`src/rtl/pipe_pkg.sv`:
```
// pipe_pkg: shared widths, control-field encoding and stage-register layout
// for the 5-stage pipeline bypass datapath.
package pipe_pkg;
    localparam int DATA_W     = 32;
    localparam int ADDR_W     = 5;
    localparam int CTRL_W     = 4;
    localparam int CTRL_ALU   = 3;
    localparam int CTRL_IMM   = 2;
    localparam int CTRL_MEM   = 1;
    localparam int CTRL_WRITE = 0;
    localparam logic [CTRL_W-1:0] CTRL_NOP = '0;
    // a/b carry the rs/rt operands in E, result/store data in M, result/load data in W
    typedef struct packed {
        logic              valid;
        logic [CTRL_W-1:0] ctrl;
        logic [ADDR_W-1:0] dst;
        logic [DATA_W-1:0] pc;
        logic [DATA_W-1:0] a;
        logic [DATA_W-1:0] b;
    } stage_t;
    localparam stage_t BUBBLE = '{valid: 1'b0, ctrl: CTRL_NOP, dst: '0, pc: '0, a: '0, b: '0};
    function automatic logic is_load(input logic [CTRL_W-1:0] c);
        return c[CTRL_MEM] & ~c[CTRL_WRITE];
    endfunction
    function automatic logic is_store(input logic [CTRL_W-1:0] c);
        return c[CTRL_MEM] & c[CTRL_WRITE];
    endfunction
endpackage

```
`src/rtl/operand_bypass_mux.sv`:
```
// operand_bypass_mux: 3:1 priority forwarding mux; the M-stage value wins
// over W because it belongs to the younger producer.
module operand_bypass_mux
    import pipe_pkg::*;
(
    input  logic              m_sel_i,
    input  logic              w_sel_i,
    input  logic [DATA_W-1:0] m_val_i,
    input  logic [DATA_W-1:0] w_val_i,
    input  logic [DATA_W-1:0] lat_val_i,
    output logic [DATA_W-1:0] val_o
);
    assign val_o = m_sel_i ? m_val_i : w_sel_i ? w_val_i : lat_val_i;
endmodule

```
`src/rtl/pipe_stage_bypass_datapath.sv`:
```
// pipe_stage_bypass_datapath: F/D, D/E, E/M and M/W stage registers with
// stall/flush handling and operand/store-data forwarding.
module pipe_stage_bypass_datapath
    import pipe_pkg::*;
#(
    parameter int STALL_CNT_W = 16
) (
    input  logic                   clock,
    input  logic                   reset,
    input  logic                   w_stall,
    input  logic                   w_flush,
    input  logic                   w_me_rs_bypass,
    input  logic                   w_me_rt_bypass,
    input  logic                   w_we_rs_bypass,
    input  logic                   w_we_rt_bypass,
    input  logic                   w_wm_rt_bypass,
    input  logic                   w_fetch_valid,
    input  logic [DATA_W-1:0]      w_fetch_pc_32,
    input  logic [DATA_W-1:0]      w_fetch_insn_32,
    input  logic [DATA_W-1:0]      w_rs_data_32,
    input  logic [DATA_W-1:0]      w_rt_data_32,
    input  logic [CTRL_W-1:0]      w_dec_ctrl_4,
    input  logic [ADDR_W-1:0]      w_dec_dst_addr_5,
    input  logic [DATA_W-1:0]      w_alu_result_32,
    input  logic [DATA_W-1:0]      w_mem_rdata_32,
    output logic                   w_pc_hold,
    output logic                   w_d_valid,
    output logic [DATA_W-1:0]      w_d_pc_32,
    output logic [DATA_W-1:0]      w_d_insn_32,
    output logic                   w_e_valid,
    output logic [CTRL_W-1:0]      w_e_ctrl_4,
    output logic [ADDR_W-1:0]      w_e_dst_addr_5,
    output logic [DATA_W-1:0]      w_e_rs_val_32,
    output logic [DATA_W-1:0]      w_e_rt_val_32,
    output logic                   w_m_valid,
    output logic [CTRL_W-1:0]      w_m_ctrl_4,
    output logic [ADDR_W-1:0]      w_m_dst_addr_5,
    output logic [DATA_W-1:0]      w_m_result_32,
    output logic [DATA_W-1:0]      w_m_store_data_32,
    output logic                   w_wb_en,
    output logic [ADDR_W-1:0]      w_wb_regfile_addr_5,
    output logic [DATA_W-1:0]      w_wb_data_32,
    output logic [STALL_CNT_W-1:0] w_stall_cnt_16
);
    logic                   d_valid_q, d_valid_d;
    logic [DATA_W-1:0]      d_pc_q, d_pc_d, d_insn_q, d_insn_d;
    stage_t                 e_q, e_d, m_q, m_d, w_q, w_d;
    logic [STALL_CNT_W-1:0] cnt_q, cnt_d;
    logic                   hold;
    logic [DATA_W-1:0]      rs_val, rt_val, st_val, wb_data;

    // flush dominates stall, so a flushed cycle never holds the PC
    assign hold = w_stall & ~w_flush;

    operand_bypass_mux u_rs_mux (
        .m_sel_i   (w_me_rs_bypass & e_q.valid),
        .w_sel_i   (w_we_rs_bypass & e_q.valid),
        .m_val_i   (m_q.a),
        .w_val_i   (wb_data),
        .lat_val_i (e_q.a),
        .val_o     (rs_val)
    );

    operand_bypass_mux u_rt_mux (
        .m_sel_i   (w_me_rt_bypass & e_q.valid),
        .w_sel_i   (w_we_rt_bypass & e_q.valid),
        .m_val_i   (m_q.a),
        .w_val_i   (wb_data),
        .lat_val_i (e_q.b),
        .val_o     (rt_val)
    );

    operand_bypass_mux u_st_mux (
        .m_sel_i   (1'b0),
        .w_sel_i   (w_wm_rt_bypass),
        .m_val_i   ('0),
        .w_val_i   (wb_data),
        .lat_val_i (m_q.b),
        .val_o     (st_val)
    );

    always_comb begin
        d_valid_d = w_flush ? 1'b0 : hold ? d_valid_q : w_fetch_valid;
        d_pc_d    = w_flush ? '0 : hold ? d_pc_q : w_fetch_pc_32;
        d_insn_d  = w_flush ? '0 : hold ? d_insn_q : w_fetch_insn_32;
        e_d       = (w_stall | w_flush | ~d_valid_q) ? BUBBLE
                  : {1'b1, w_dec_ctrl_4, w_dec_dst_addr_5, d_pc_q, w_rs_data_32, w_rt_data_32};
        m_d       = {e_q.valid, e_q.ctrl, e_q.dst, e_q.pc, w_alu_result_32, rt_val};
        w_d       = {m_q.valid, m_q.ctrl, m_q.dst, m_q.pc, m_q.a, w_mem_rdata_32};
        cnt_d     = (hold && !(&cnt_q)) ? cnt_q + 1'b1 : cnt_q;
    end

    always_ff @(posedge clock) begin
        if (reset) begin
            d_valid_q <= 1'b0;
            d_pc_q    <= '0;
            d_insn_q  <= '0;
            e_q       <= BUBBLE;
            m_q       <= BUBBLE;
            w_q       <= BUBBLE;
            cnt_q     <= '0;
        end else begin
            d_valid_q <= d_valid_d;
            d_pc_q    <= d_pc_d;
            d_insn_q  <= d_insn_d;
            e_q       <= e_d;
            m_q       <= m_d;
            w_q       <= w_d;
            cnt_q     <= cnt_d;
        end
    end

    assign wb_data             = is_load(w_q.ctrl) ? w_q.b : w_q.a;
    assign w_pc_hold           = hold;
    assign w_d_valid           = d_valid_q;
    assign w_d_pc_32           = d_pc_q;
    assign w_d_insn_32         = d_insn_q;
    assign w_e_valid           = e_q.valid;
    assign w_e_ctrl_4          = e_q.ctrl;
    assign w_e_dst_addr_5      = e_q.dst;
    assign w_e_rs_val_32       = rs_val;
    assign w_e_rt_val_32       = rt_val;
    assign w_m_valid           = m_q.valid;
    assign w_m_ctrl_4          = m_q.ctrl;
    assign w_m_dst_addr_5      = m_q.dst;
    assign w_m_result_32       = m_q.a;
    assign w_m_store_data_32   = st_val;
    assign w_wb_en             = w_q.valid & (|w_q.dst) & ~is_store(w_q.ctrl);
    assign w_wb_regfile_addr_5 = w_q.dst;
    assign w_wb_data_32        = wb_data;
    assign w_stall_cnt_16      = cnt_q;
endmodule
```
`config.mk`:
```
export PLATFORM = sky130hd
export DESIGN_NAME = pipe_stage_bypass_datapath
export DESIGN_NICKNAME = d
export VERILOG_FILES = /design/src/rtl/pipe_pkg.sv /design/src/rtl/operand_bypass_mux.sv /design/src/rtl/pipe_stage_bypass_datapath.sv
export SDC_FILE = /design/constraint.sdc
export NUM_CORES = 1
export LEC_CHECK = 0
export CAP_MARGIN = 20
export CORE_AREA = 10 10 181 183
export DETAILED_ROUTE_END_ITERATION = 7
export DIE_AREA = 0 0 191 193
export MAX_ROUTING_LAYER = met4
export PLACE_DENSITY = 0.72
export SYNTH_ARGS = -nofsm -noshare
export SYNTH_HDL_FRONTEND = slang
export SYNTH_SLANG_ARGS = --single-unit
```
`constraint.sdc`:
```
create_clock -name clock -period 2.1 [get_ports clock]
set_input_delay 0.42 -clock clock [delete_from_list [all_inputs] [get_ports clock]]
set_output_delay 0.42 -clock clock [all_outputs]
set_load 0.1 [all_outputs]
```
======== After elaboration in Yosys (flattened, before gate mapping) ========
Index checks and enable logic that the tools add are counted.
operators by class
  add/subtract/negate cells ............... 1
  mux-type cells .......................... 7
  bitwise gates (word level) .............. 15
  reductions and logical operators ........ 6
operators with widths
  cell                                           number
  2-to-1 mux 32 bit                              6
  2-to-1 mux 106 bit                             1
  adder 16 x 1 -> 16 bit, second input constant  1
  AND reduction 16 bit                           1
  bitwise AND 1 bit                              9
  OR reduction 5 bit                             1
  inverter 1 bit                                 4
  OR reduction 2 bit                             2
  OR 1 bit                                       2
  logical AND 1 bit                              1
  logical NOT 1 bit                              1
storage, ports and cells
  register bits after elaboration ......... 301
  input port bits ......................... 211
  output and inout bits ................... 268
  word-level logic and storage cells ...... 48

======== Longest topological paths before layout ========
Gate-level depths: netlist of the first run.
  word-level depth ........................ 5
  gate-level depth with buffers ........... 7
  mapped depth without buffers ............ 5

======== Cells and area by module ========
A second synthesis of the first run with hierarchy kept.
second synthesis, totals
  cell total of the unflattened synthesis .. 1197
  area, all modules ....................... 11972.7 um^2
modules (own cells, without submodules)
  module                      instances  cells each  area an instance (um^2)
  pipe_stage_bypass_datapath  1          876         9829.4
  operand_bypass_mux          3          107         714.4

======== Least setup slack after synthesis of the first run ========
Ideal clock, no wire load.
  path kind ............................... flip-flop to output port
  from .................................... register e_q, in the netlist w_e_valid
  to ...................................... output port w_e_rs_val_32[10]
  arrival time ............................ 3917 ps
  data required time ...................... 1680 ps
  path slack .............................. -2237 ps
  stages on the path, launching flop included .. 5
  buffers on the path ..................... 1
  path through ............................ dfxtp_1 -> nand2_1 -> buf_1 -> mux2i_1 -> o21ai_0
on the way
  word-level cells in the longest chain between the ends .. 3
ends and longest elaborated chain
  what                      RTL line                           text
  start: declaration        pipe_stage_bypass_datapath.sv:47   stage_t e_q, e_d, m_q, m_d, w_q, w_d;
  start signal: assignment  pipe_stage_bypass_datapath.sv:98   e_q <= BUBBLE;
  start signal: assignment  pipe_stage_bypass_datapath.sv:106  e_q <= e_d;
  bitwise AND 1 bit         pipe_stage_bypass_datapath.sv:57   .w_sel_i (w_we_rs_bypass & e_q.valid),
  2-to-1 mux 32 bit         operand_bypass_mux.sv:13           assign val_o = m_sel_i ? m_val_i : w_sel_i ? w_val_i : lat_val_i;
  2-to-1 mux 32 bit (*)     operand_bypass_mux.sv:13
  end: declaration          pipe_stage_bypass_datapath.sv:33   output logic [DATA_W-1:0] w_e_rs_val_32,
Mark *: on every way between the ends. The rest lies on a longest branch, timed or not.

======== Worst setup path after layout of the first run ========
  from .................................... register w_q[101] (netlist name)
  to ...................................... output port w_e_rs_val_32[20]
on the way
  word-level cells in the longest chain between the ends .. 5
ends and longest elaborated chain
  what                            RTL line                           text
  start: declaration              pipe_stage_bypass_datapath.sv:47
  start signal: assignment        pipe_stage_bypass_datapath.sv:108  w_q <= w_d;
  inverter 1 bit                  pipe_pkg.sv:23                     return c[CTRL_MEM] & ~c[CTRL_WRITE];
  bitwise AND 1 bit               pipe_pkg.sv:23
  2-to-1 mux 32 bit               pipe_stage_bypass_datapath.sv:113  assign wb_data = is_load(w_q.ctrl) ? w_q.b : w_q.a;
  2-to-1 mux 32 bit (2 in a row)  operand_bypass_mux.sv:13
Every way passes these cells.

==> results of run 1 <==
[routing by layer]
layer	global-route usage (%)	wire length [µm]	vias up
met5	-	0	-
met4	10.6	1970	0
met3	7.68	4070	99
met2	43.7	24900	460
met1	27.0	18400	5259
li1	-	-	5020
[placed cells by master, fill, tap and decap left out, drive strengths merged, types with 7 or more instances in the layout]
| cell type | count |
|---|---|
| or4 | 7 |
| a21oi | 79 |
| clkbuf | 54 |
| nor2 | 132 |
| buf | 413 |
| clkinvlp | 32 |
| a211o | 32 |
| mux2i | 130 |
| o21ai | 39 |
| dfxtp | 301 |
| and2 | 76 |
| diode | 9 |
| nor2b | 115 |
| clkdlybuf4s50 | 207 |
| or3 | 7 |
| nand2 | 104 |
[flip-flops by register name (all words and copies together), names as in the netlist]
signal               count
w_d_valid                1
w_d_insn_32             32
w_m_dst_addr_5           5
w_m_result_32           32
w_e_ctrl_4               4
m_q                     32
w_d_pc_32               32
w_stall_cnt_16          16
w_e_dst_addr_5           5
e_q                     64
w_m_valid                1
w_q                     67
w_wb_regfile_addr_5      5
w_e_valid                1
w_m_ctrl_4               4
[worst register-to-register path: cells and delay by family (launching register included)]
family             cells  cell delay (ns)
AOI/OAI and AO/OA      1             0.85
DFF                    1             0.39
and+or+nand+nor        2             0.30
muxes                  1             0.26
[stage by stage]
stage | cells | util [%] | setup slack, ns
after floorplan | 1220 | - | -0.455
after global placement | 2060 | 66.8 | -0.298
after detailed placement | 2060 | 66.8 | -0.334
after CTS | 2144 | 73.5 | -0.523
after global routing | 2170 | 75.3 | -0.642
final | 2172 | 75.3 | -0.569
[what timing repair did]
item | 4_1_cts | 5_1_grt
gates resized for setup | 100 | 74
hold buffers | 0 | 0
cloned | 0 | 2
hold endpoints to repair | 0 | 0
setup endpoints to repair | 128 | 128
pin swaps | 61 | 56
buffers inserted | 29 | 35
[layout make-up]
type / instances / area (µm²)
flip-flops and latches: 301 / 6060
diodes: 9 / 22.5
inverters: 33 / 244
clock inverters: 12 / 171
multi-input cells: 753 / 6600
repair buffers: 622 / 7390
fillers: 1798 / 7210
clock buffers: 52 / 1060
well taps: 390 / 488
[how the worst max path moves through the flow]
stage / endpoint / from
after floorplan: w_e_rs_val_32[10] / w_q[101]
after global placement: w_e_rt_val_32[28] / w_we_rt_bypass
after detailed placement: w_e_rt_val_32[29] / w_we_rt_bypass
after CTS: w_e_rt_val_32[30] / w_q[101]
after global routing: w_e_rs_val_32[20] / w_q[101]
final: w_e_rs_val_32[20] / w_q[101]
[report_power, final]
part / switching (mW) / internal [mW]
Combinational: 1.69 / 1.09
Clock: 2.44 / 4.02
Sequential: 0.129 / 5.85
[cells by family after synthesis]
family	after synthesis
adders and majority gates	1
AOI/OAI and AO/OA	159
and+or+nand+nor	462
DFF	301
xor gates and xnor gates	1
buffers and inverters	166
muxes	130
==> key figures, run 1 <==
Outcome
  – Status: finished, violations left
  – Violated checks: negative setup slack

Synthesis
  – Number of enable flip-flop cells after synthesis: 0
  – Average size of a mapped cell: 9.39 µm²
  – Post-synthesis compound-gate area fraction: 8.30%
  – Area share of the largest cell type after synthesis: 52.6%
  – Synthesized cell area: 0.0115 mm²
  – Post-synthesis adder-cell area fraction: 0.109%
  – Mux contribution to synthesized area: 11.4%
  – Synthesized Nets: 1,432
  – Post-synth ARST share: 0%
  – Post-synth top area cell: dfxtp_1
  – Largest family of logic cells by synthesized area: simple AND/OR/NAND/NOR gates
  – Post-Synth Simple-Gate Area: 20.3%
  – Synth top area cells: dfxtp_1 53%, mux2i_1 11%, nor2b_1 6.3%, nor2_1 4.3%, and2_1 4.1%
  – Synth cell types: 36
  – #FFs+latches synth: 301
  – Synth Area in XOR/XNOR: 0.0764%
  – YS warnings: 0
  – Synth top cells by count: 301 x dfxtp_1, 132 x nor2_1, 130 x mux2i_1, 115 x nor2b_1, 104 x nand2_1
  – Post-synthesis instance total: 1,220
  – Sequential-to-total area share from yosys stat: 52.6%
  – Most frequent cell after synthesis: dfxtp_1
  – Synth Flop Type: dfxtp_1

Die
  – Initial Util: 39.2%
  – Die area: 0.0369 mm²
  – Die width: 191 µm
  – Die height: 193 µm
  – Num rows: 63
  – # IOs: 479
  – Core Region: 0.0292 mm²

Timing
  – Worst hold margin: 0.391 ns
  – Setup Skew: 0.0158 ns
  – Fmax: 375 MHz
  – Slew HR: 47.3%
  – Crit path time final: 2.67 ns
  – Crit share post-route: 127%
  – Hold Violations, Final: 0
  – Worst Tran Pin Value: 0.788 ns
  – Final Max Tran Viols: 0
  – Setup TNS: -52.30 ns
  – Final WS setup: -0.569 ns
  – Final setup viols: 128
  – RSZ-0062 raised after global routing: yes

Setup path
  – Critical-path cell list: nand2b_4 -> buf_12 -> mux2i_4 -> clkinvlp_4 -> mux2i_4 -> o21ai_4 -> buf_12
  – Setup crit start kind: flop
  – CP Max Fanout: 8
  – CP delay by family, top: buffers and inverters
  – Slowest cell on the critical path: mux2i_4
  – CP peak stage delay: 0.34 ns
  – RR Endpoint: w_stall_cnt_16[1]
  – R2R setup slack: 0.15 ns
  – RR Startpoint: w_stall_cnt_16[8]
  – R2R cell count: 4
  – Bufs and invs on worst path: 3
  – Crit path kind: reg -> out
  – Critical Path End Type: output pin
  – WP data arrival: 2.25 ns
  – Crit path depth: 7
  – Worst path required time: 1.68 ns

Final layout
  – Area grow syn2layout: 92.2%
  – Final instance area: 0.0220 mm²
  – Share of cells above drive strength 1: 40.4%
  – Fin nets: 1,959

Global routing
  – Initial antenna violation count: 7
  – First-pass GRT wire length: 69.9 mm
  – Total grt overflow: 0
  – GRT Resource Usage Total: 25.5%
  – Vias in the first global route: 11.3k
  – Largest net degree at the start of global routing: 163

Min path
  – Worst hold-check path type: in -> reg
  – Hold depth: 5
  – Worst hold path startpoint: w_stall
  – Hold Path Sink: w_stall_cnt_16[12]

Routing
  – WL/cell: 22.7 µm
  – Drt drc: 0
  – Final ANT Viol Nets: 0
  – Total iterations of the first detailed-routing run: 6
  – Violation count after the first detailed-route iteration: 450
  – DR vias/cell: 4.99
  – Total number of vias: 10.8k
  – Final WL: 49.3 mm

CTS
  – CTS tree: done
  – Clk slew on worst S/H paths: 0.05 ns
  – H-tree depth: 2
  – CTS max path bufs: 3
  – CTS Sinks: 301
  – CTS root buf: clkbuf_16
  – Clk_lat worst skew: 0.51 ns
  – Cts bufs inserted: 36

Pwr
  – Max VDD drop: 676 µV
  – Pwr per Cell Area: 691 mW/mm²
  – Pleak: 8.74 nW
  – Overall Power: 15.2 mW

Flow run
  – Max cap viols: 0

Place
  – HPWL after DPL: 35.9 mm
  – Port Buffers: 478
  – Placed instance area: 0.0195 mm²
  – GPL Wtd Cong: 0.883
Note: power is estimated with default switching activity, not from simulation.
==> run 2: changes to the inputs <==
--- a/config.mk
+++ b/config.mk
@@ -6,11 +6,11 @@
 export NUM_CORES = 1
 export LEC_CHECK = 0
 export CAP_MARGIN = 20
-export CORE_AREA = 10 10 181 183
+export CORE_AREA = 10 10 180 182
 export DETAILED_ROUTE_END_ITERATION = 7
-export DIE_AREA = 0 0 191 193
+export DIE_AREA = 0 0 190 192
 export MAX_ROUTING_LAYER = met4
-export PLACE_DENSITY = 0.72
+export PLACE_DENSITY = 0.73
 export SYNTH_ARGS = -nofsm -noshare
 export SYNTH_HDL_FRONTEND = slang
 export SYNTH_SLANG_ARGS = --single-unit
==> key figures, run 2 (same netlist as run 1, synthesis figures left out) <==
Outcome
  – Status: finished, violations left
  – Violated checks: negative setup slack

Die
  – Die area: 0.0365 mm²
  – Die width: 190 µm
  – # IOs: 479
  – Initial Util: 40.0%
  – Die height: 192 µm
  – Core Region: 0.0286 mm²
  – Num rows: 62

CTS
  – H-tree depth: 2
  – CTS max path bufs: 3
  – CTS root buf: clkbuf_16
  – CTS Hold Bufs: 0
  – Cts bufs inserted: 35
  – CTS Sinks: 301
  – CTS tree: done
  – Clk_lat worst skew: 0.50 ns
  – Clk slew on worst S/H paths: 0.06 ns

Routing
  – Total iterations of the first detailed-routing run: 4
  – Met1 WL: 18.0 mm
  – Top Layer Used: met4
  – DR vias/cell: 4.96
  – Final ANT Viol Nets: 0
  – Met3 WL: 4.10 mm
  – WL/cell: 22.7 µm
  – Drt drc: 0
  – Violation count after the first detailed-route iteration: 378
  – Routed wl met2: 24.8 mm
  – Total number of vias: 10.7k
  – Final WL: 48.9 mm

Final layout
  – Register bank with the most flops: w_q
  – Max reg flops: 67
  – Most frequent cells in the layout: 283 x dfxtp_1, 207 x clkdlybuf4s50_1, 203 x buf_4
  – Commonest non-fill, non-tap cell in the layout: dfxtp_1
  – Area grow syn2layout: 88.6%
  – Fin nets: 1,952
  – Share of cells above drive strength 1: 40.1%
  – Biggest regs: w_q (67), e_q (64)

Timing
  – Final setup viols: 128
  – Fmax: 379 MHz
  – RSZ-0062 raised after global routing: yes
  – Crit share post-route: 126%
  – Setup Skew: 0.0152 ns
  – Worst hold margin: 0.430 ns
  – Hold Violations, Final: 0
  – Final Max Tran Viols: 0
  – Worst Tran Pin Value: 0.782 ns
  – Setup TNS: -51.24 ns
  – Final WS setup: -0.536 ns
  – Crit path time final: 2.64 ns
  – Slew HR: 47.8%

Place
  – Worst slack, placed: -0.365 ns
  – GPL Wtd Cong: 0.866
  – Port Buffers: 478
  – HPWL after DPL: 36.2 mm

Setup path
  – Critical Path End Type: output pin
  – R2R setup slack: 0.23 ns
  – Worst path required time: 1.68 ns
  – WP data arrival: 2.22 ns
  – Crit path kind: reg -> out
  – Setup crit start kind: flop
  – CP Max Fanout: 8

Global routing
  – Vias in the first global route: 11.3k
  – Initial antenna violation count: 11
  – Largest net degree at the start of global routing: 163
  – First-pass GRT wire length: 69.5 mm
  – GRT Resource Usage Total: 25.7%
  – Total grt overflow: 0

Pwr
  – Max VDD drop: 787 µV
  – Pwr per Cell Area: 678 mW/mm²
  – Pleak: 8.60 nW
  – Overall Power: 14.7 mW

Flow run
  – Max cap viols: 0

Min path
  – Worst hold-check path type: in -> reg
run 2: changes by cell type in the layout (fill, tap and decap cells not counted), moves of 2 or more:
cell,previous run,this run
buf_6,87,56
buf_4,178,203
a21oi_2,1,13
a21oi_4,32,20
clkbuf_8,6,1
clkinv_2,5,10
clkinvlp_4,32,37
mux2i_2,12,16
mux2i_4,51,47
inv_6,3,0
bufinv_16,4,2
clkbuf_16,40,38
diode_2,9,11
run 2: power breakdown:
part           internal, mW  total [mW]  switching, mW
logic                  1.06        2.73           1.67
clock network          3.51        5.95           2.44
registers              5.85        5.98          0.128
total                  10.4        14.7           4.23
run 2: routing by layer:
layer  vias to the layer above  track usage [%]
li1                       5001                -
met1                      5141             27.1
met2                       475             43.4
met3                       107             7.71
met4                         0             12.5
met5                         -                -
run 2: final timing paths:
kind	start	endpoint	depth (start not counted)
worst max register to register	w_stall_cnt_16[0]	w_stall_cnt_16[13]	7
worst min register to register	w_e_ctrl_4[3]	w_m_ctrl_4[3]	1
worst min-delay path	w_stall	w_stall_cnt_16[12]	5
worst max-delay path	w_q[101]	w_e_rs_val_32[27]	7
run 2: metrics by stage:
stage / instances / util, % / instance area, µm²
2_1_floorplan: 1220 / - / 13100
3_3_place_gp: 2060 / 68.5 / 19600
3_5_place_dp: 2060 / 68.5 / 19600
4_1_cts: 2141 / 74.3 / 21300
5_1_grt: 2161 / 75.5 / 21600
6_report: 2161 / 75.5 / 21600
run 2: critical path, cell delays in order (launching register included):
cell        delay (ns)
dfxtp_2           0.34
nand2b_4          0.20
buf_12            0.20
mux2i_4           0.33
clkinvlp_4        0.18
mux2i_4           0.19
o21ai_4           0.09
buf_12            0.16
run 2: timing repair:
action	CTS	global route
buffers inserted	22	15
gates cloned	0	1
resized for setup	72	44
setup endpoints to repair	128	130
pin swaps	20	13
run 2: layout make-up:
type                            instances  area (µm²)
Timing Repair Buffer                  616        7220
Clock inverter                         17         148
Multi-Input combinational cell        753        6480
Clock buffer                           46         970
Fill cell                            1831        7000
Inverter                               33         244
Sequential cell                       301        6060
Antenna cell                           11        27.5
Tap cell                              384         480
